### src/rtl/instr_mem_loadable.sv
// rtl/instr_mem_loadable.sv - loadable synchronous-read instruction memory with fetch fault reporting
// A serial load port fills the array; fetches return one registered word per accepted request.
module instr_mem_loadable #(
  parameter int DATA_WIDTH = 32,
  parameter int ADDR_WIDTH = 32,
  parameter int DEPTH_LOG2 = 7,
  parameter logic [ADDR_WIDTH-1:0] BASE_ADDR = '0
) (
  input  logic                  CLK,
  input  logic                  Reset,
  input  logic                  FetchReq,
  input  logic [ADDR_WIDTH-1:0] PC,
  output logic                  FetchReady,
  output logic [DATA_WIDTH-1:0] Instr,
  output logic                  InstrValid,
  output logic                  Fault,
  input  logic                  ProgStart,
  input  logic                  ProgWE,
  input  logic [DATA_WIDTH-1:0] ProgData,
  input  logic                  ProgDone,
  output logic                  Loading,
  output logic [DEPTH_LOG2:0]   ProgCount,
  output logic                  ProgOverflow
);
  localparam int WORDS = 2 ** DEPTH_LOG2;
  localparam logic [DEPTH_LOG2:0] FULL = (DEPTH_LOG2 + 1)'(WORDS);
  localparam logic [DEPTH_LOG2:0] LAST = (DEPTH_LOG2 + 1)'(WORDS - 1);
  localparam logic [DEPTH_LOG2:0] ONE  = (DEPTH_LOG2 + 1)'(1);

  typedef enum logic [1:0] {IDLE, LOAD, RUN} state_e;

  state_e                  state_q, state_d;
  logic [DEPTH_LOG2:0]     count_q, count_d;
  logic                    overflow_q, overflow_d;
  logic [DATA_WIDTH-1:0]   instr_q, instr_d;
  logic                    valid_q, valid_d;
  logic                    fault_q, fault_d;
  logic [DATA_WIDTH-1:0]   mem_q [WORDS];
  logic                    mem_we;
  logic                    accept;
  logic                    borrow;
  logic                    addr_fault;
  logic [ADDR_WIDTH-1:0]   offset;
  logic [DEPTH_LOG2-1:0]   rd_idx;
  logic [DEPTH_LOG2-1:0]   wr_idx;

  assign FetchReady = (state_q != LOAD) && !ProgStart;
  assign accept     = FetchReq && FetchReady;

  // The borrow of PC-BASE_ADDR flags addresses below the base without a constant compare.
  assign {borrow, offset} = {1'b0, PC} - {1'b0, BASE_ADDR};
  assign rd_idx     = offset[DEPTH_LOG2+1:2];
  assign addr_fault = (offset[1:0] != 2'b00) || borrow
                      || (offset[ADDR_WIDTH-1:DEPTH_LOG2+2] != '0);

  // The load pointer and ProgCount always agree, so one counter serves both.
  assign wr_idx = count_q[DEPTH_LOG2-1:0];

  always_comb begin
    valid_d = accept;
    fault_d = accept && addr_fault;
    instr_d = instr_q;
    if (accept) begin
      instr_d = addr_fault ? '0 : mem_q[rd_idx];
    end
  end

  always_comb begin
    state_d    = state_q;
    count_d    = count_q;
    overflow_d = overflow_q;
    mem_we     = 1'b0;
    if (ProgStart) begin
      state_d    = LOAD;
      count_d    = '0;
      overflow_d = 1'b0;
    end else if (state_q == LOAD) begin
      if (ProgWE && (count_q < FULL)) begin
        mem_we  = 1'b1;
        count_d = count_q + ONE;
        if (count_q == LAST) begin
          state_d = RUN;
        end
      end
      if (ProgDone) begin
        state_d = RUN;
      end
    end else if (ProgWE && (count_q == FULL)) begin
      overflow_d = 1'b1;
    end
  end

  // Array is deliberately left out of reset so a loaded program survives it.
  always_ff @(posedge CLK) begin
    if (mem_we) begin
      mem_q[wr_idx] <= ProgData;
    end
  end

  always_ff @(posedge CLK) begin
    if (Reset) begin
      state_q    <= IDLE;
      count_q    <= '0;
      overflow_q <= 1'b0;
      instr_q    <= '0;
      valid_q    <= 1'b0;
      fault_q    <= 1'b0;
    end else begin
      state_q    <= state_d;
      count_q    <= count_d;
      overflow_q <= overflow_d;
      instr_q    <= instr_d;
      valid_q    <= valid_d;
      fault_q    <= fault_d;
    end
  end

  assign Instr        = instr_q;
  assign InstrValid   = valid_q;
  assign Fault        = fault_q;
  assign Loading      = (state_q == LOAD);
  assign ProgCount    = count_q;
  assign ProgOverflow = overflow_q;
endmodule

### config.mk
export PLATFORM = sky130hd
export DESIGN_NAME = instr_mem_loadable
export DESIGN_NICKNAME = d
export VERILOG_FILES = /design/src/rtl/instr_mem_loadable.sv
export SDC_FILE = /design/constraint.sdc
export NUM_CORES = 2
export LEC_CHECK = 0
export CORE_MARGIN = 2
export CORE_UTILIZATION = 40
export CTS_BUF_LIST = sky130_fd_sc_hd__clkbuf_4 sky130_fd_sc_hd__clkbuf_8
export DETAILED_ROUTE_END_ITERATION = 10
export PLACE_DENSITY = 0.61
export SYNTH_ARGS = -nofsm -noshare
export SYNTH_HDL_FRONTEND = slang
export SYNTH_SLANG_ARGS = --single-unit
### constraint.sdc
create_clock -name CLK -period 12.5 [get_ports CLK]
set_clock_uncertainty 0.2 [all_clocks]
set_input_delay 2.5 -clock CLK [delete_from_list [all_inputs] [get_ports CLK]]
set_output_delay 2.5 -clock CLK [all_outputs]
set_load 0.005 [all_outputs]
==> impl_metrics.yaml <==
worst_hold_path:
  hp-class: "flip-flop to flip-flop"
  hp-start: "ProgOverflow"
  hold-path-endpoint: "ProgOverflow"
  hold-path-cell-count: 2
power:
  intPower_mw: 21.6
  power.share.switching_pct: 22.4
  max-vdd-ir-drop_v: 0.000113
  clock_power_share_pct: 40.4
  power_switching_mw: 6.23
  powerDensity_nw_per_um2: 154
  p_comb_share_pct: 4.8
  leakage_nw: 56.1
  pwr-share-seq_pct: 54.8
critical_path:
  worstPathArrival_ns: 7.68
  worstSetupPathType: "input port to flip-flop"
  crit_path_max_fanout: 83
  reg2reg_from: "state_q[1]"
  critPathLaunchType: "input port"
  worst_setup_path_end_kind: "flip-flop"
  r2r_cells: 7
  reg2reg_to: "mem_q[11][9]"
  required_ns: 13.42
  rrSetupSlack_ns: 7.59
finish:
  stdcell_count: 13432
  drive_gt1_share_pct: 31.1
  areaGrowthSynthToFinish_pct: 13.5
  fillers: 32802
  nets: 7720
synthesis:
  ys_seq_area_share_pct: 78.1
  synthCells: 7005
  ys_top_cells_by_count: "edfxtp_1 (4,096), mux4_2 (985), mux2i_1 (357)"
  yosysWarningCount: 0
  synth_top_area_cell: "edfxtp_1"
  syn_area_um2: 159000
  synth_most_common_cell: "edfxtp_1"
  synth_nets: 7077
  synth.area.top_cells: "edfxtp_1 (78%), mux4_2 (14%), mux2i_1 (2.3%)"
  synthDistinctLibCells: 59
  synth_flop_cell: "edfxtp_1"
  syn_area_per_cell_um2: 22.7
  synth-seq-cells: 4141
  ys_async_sr_fraction_pct: 0
  synth_edf_count: 4096
  synthDominantCellAreaShare_pct: 77.5
timing:
  relSlewSlack_pct: 1.96
  tightest_slew_ns: 1.46
  maxSlewViolCount: 0
  fmax_mhz: 148
  min_period_ns: 6.77
  setup-tns-final_ns: 0
  hold_viol: 0
  finalSetupViolCount: 0
  fin_crit_sh_pct: 54.1
  grt_setup_unrepaired: "false"
flow_run:
  drv_cap: 0
floorplanning:
  rows: 231
  dieArea_um2: 402000
  die_h_um: 634
  initial_core_util_pct: 40.1
  die_x_um: 634
  num_io_pins: 115
  core_area_um2: 395000
clock_network:
  h-tree-depth: 6
  cts_setup_buffers: 0
  ctsResizeCount: 0
  cts_num_sinks: 4141
  hold_buffers: 0
  insertion_delay_ns: 1.23
  clkTransAtPathRegs_ns: 0.06
  root_buffer: "clkbuf_8"
  cts_tree: "yes"
  cts.path.max_buffers: 4
  tritoncts.num_buffers: 649
drt:
  vias: 79279
  drt_pass1_iterations: 5
  vias_per_cell: 5.90
  avgRoutedWirePerCell_um: 33.7
  drt_wl_total_um: 453000
  drc_errors: 0
  drt_first_iter_violations: 11258
  ant_nets: 0
placed_design:
  gp_congestion: 0.850
  hpwl_um: 253000
  dp_cells: 12238
  place.port_buffers: 114
status:
  status: "finished clean"
global_route:
  grt_overflow: 0
  antenna_found_initial: 45
  grt_pass1_vias: 79811
  grt_pass1_wl_um: 625000
  grt_start_max_net_pins: 112
  grt_usage_pct: 22.3
[cells in the final DEF (no fill, tap or decap), drive strengths merged, types with 33 or more instances in the layout]
cell type	count
dfxtp	45
nor2	171
buf	313
clkbuf	917
mux2i	357
nand2	128
and3	33
diode	33
o22ai	94
nand3	57
edfxtp	4096
inv	38
o21ai	65
mux4	985
a211oi	33
o221ai	110
clkdlybuf4s50	76
a22oi	53
clkinv	192
a21oi	109
[power by group through the flow]
| stage | Clock (mW) | Sequential, mW | Combinational [mW] |
|---|---|---|---|
| after global routing | 12.0 | 15.3 | 1.38 |
| after detailed placement | 0 | 15.6 | 1.33 |
| after CTS | 11.4 | 15.3 | 1.33 |
| final | 11.2 | 15.3 | 1.33 |
| after global placement | 0 | 15.6 | 1.30 |
| after floorplan | 0 | 15.6 | 0.696 |
[critical path, stage by stage]
cell and delay [ns]:
buf_8 0.53, buf_4 0.78, buf_12 0.49, mux4_2 0.58
mux2i_1 0.40, o22ai_1 0.27, a211oi_1 1.13, and3_1 0.41
o21ai_1 0.10
[kinds of logic after synthesis]
kind of cell | synth area share [%]
and+or+nand+nor | 1.50
buffers and inverters | 1.46
DFF | 78.1
muxes | 16.3
adders and majority gates | 0.0158
xor gates and xnor gates | 0.0276
AOI/OAI and AO/OA | 2.58
[routing by layer]
layer  vias to the layer above  wire length [um]  global-route usage, %
li1                      31390                 -                      -
met1                     42889            174000                   29.8
met2                      4236            219000                   35.9
met3                       750             42600                   4.78
met4                        14             17900                   8.41
met5                         -                99                      0
[final cells by class]
type	count	area (um2)	area share, %
clock inverters	243	1560	0.867
well taps	5242	6560	3.64
repair buffers	389	3350	1.86
inverters	7	38.8	0.0215
multi-input cells	2460	33600	18.7
flip-flops and latches	4141	124000	68.8
diodes	33	82.6	0.0458
clock buffers	917	11100	6.15
[worst max-delay path by stage]
stage | slack [ns] | to | start
floorplan | 6.07 | mem_q[123][0] | ProgWE
finish | 5.73 | Instr[9] | PC[3]
global placement | 4.00 | Instr[27] | PC[2]
CTS | 5.94 | Instr[9] | PC[3]
global route | 5.92 | Instr[9] | PC[2]
detailed placement | 4.60 | Instr[9] | PC[3]
[registers in the layout, indices dropped and copies added (netlist names)]
signal        cells
mem_q          4096
ProgOverflow      1
Instr            32
ProgCount         8
state_q           2
InstrValid        1
Fault             1
[through the flow]
step | hold WS [ns] | power [mW] | worst slack (ns) | cell area (um2) | util, %
after global placement | 0.255 | 16.8 | 4.00 | 167000 | 42.3
after detailed placement | 0.280 | 16.9 | 4.60 | 167000 | 42.4
final | 0.291 | 27.8 | 5.73 | 180000 | 45.6
after floorplan | 0.241 | 16.2 | 6.07 | 159000 | -
after CTS | 0.296 | 28.0 | 5.94 | 180000 | 45.6
after global routing | 0.343 | 28.7 | 5.92 | 180000 | 45.6
Power figures use the tool's default switching activity.
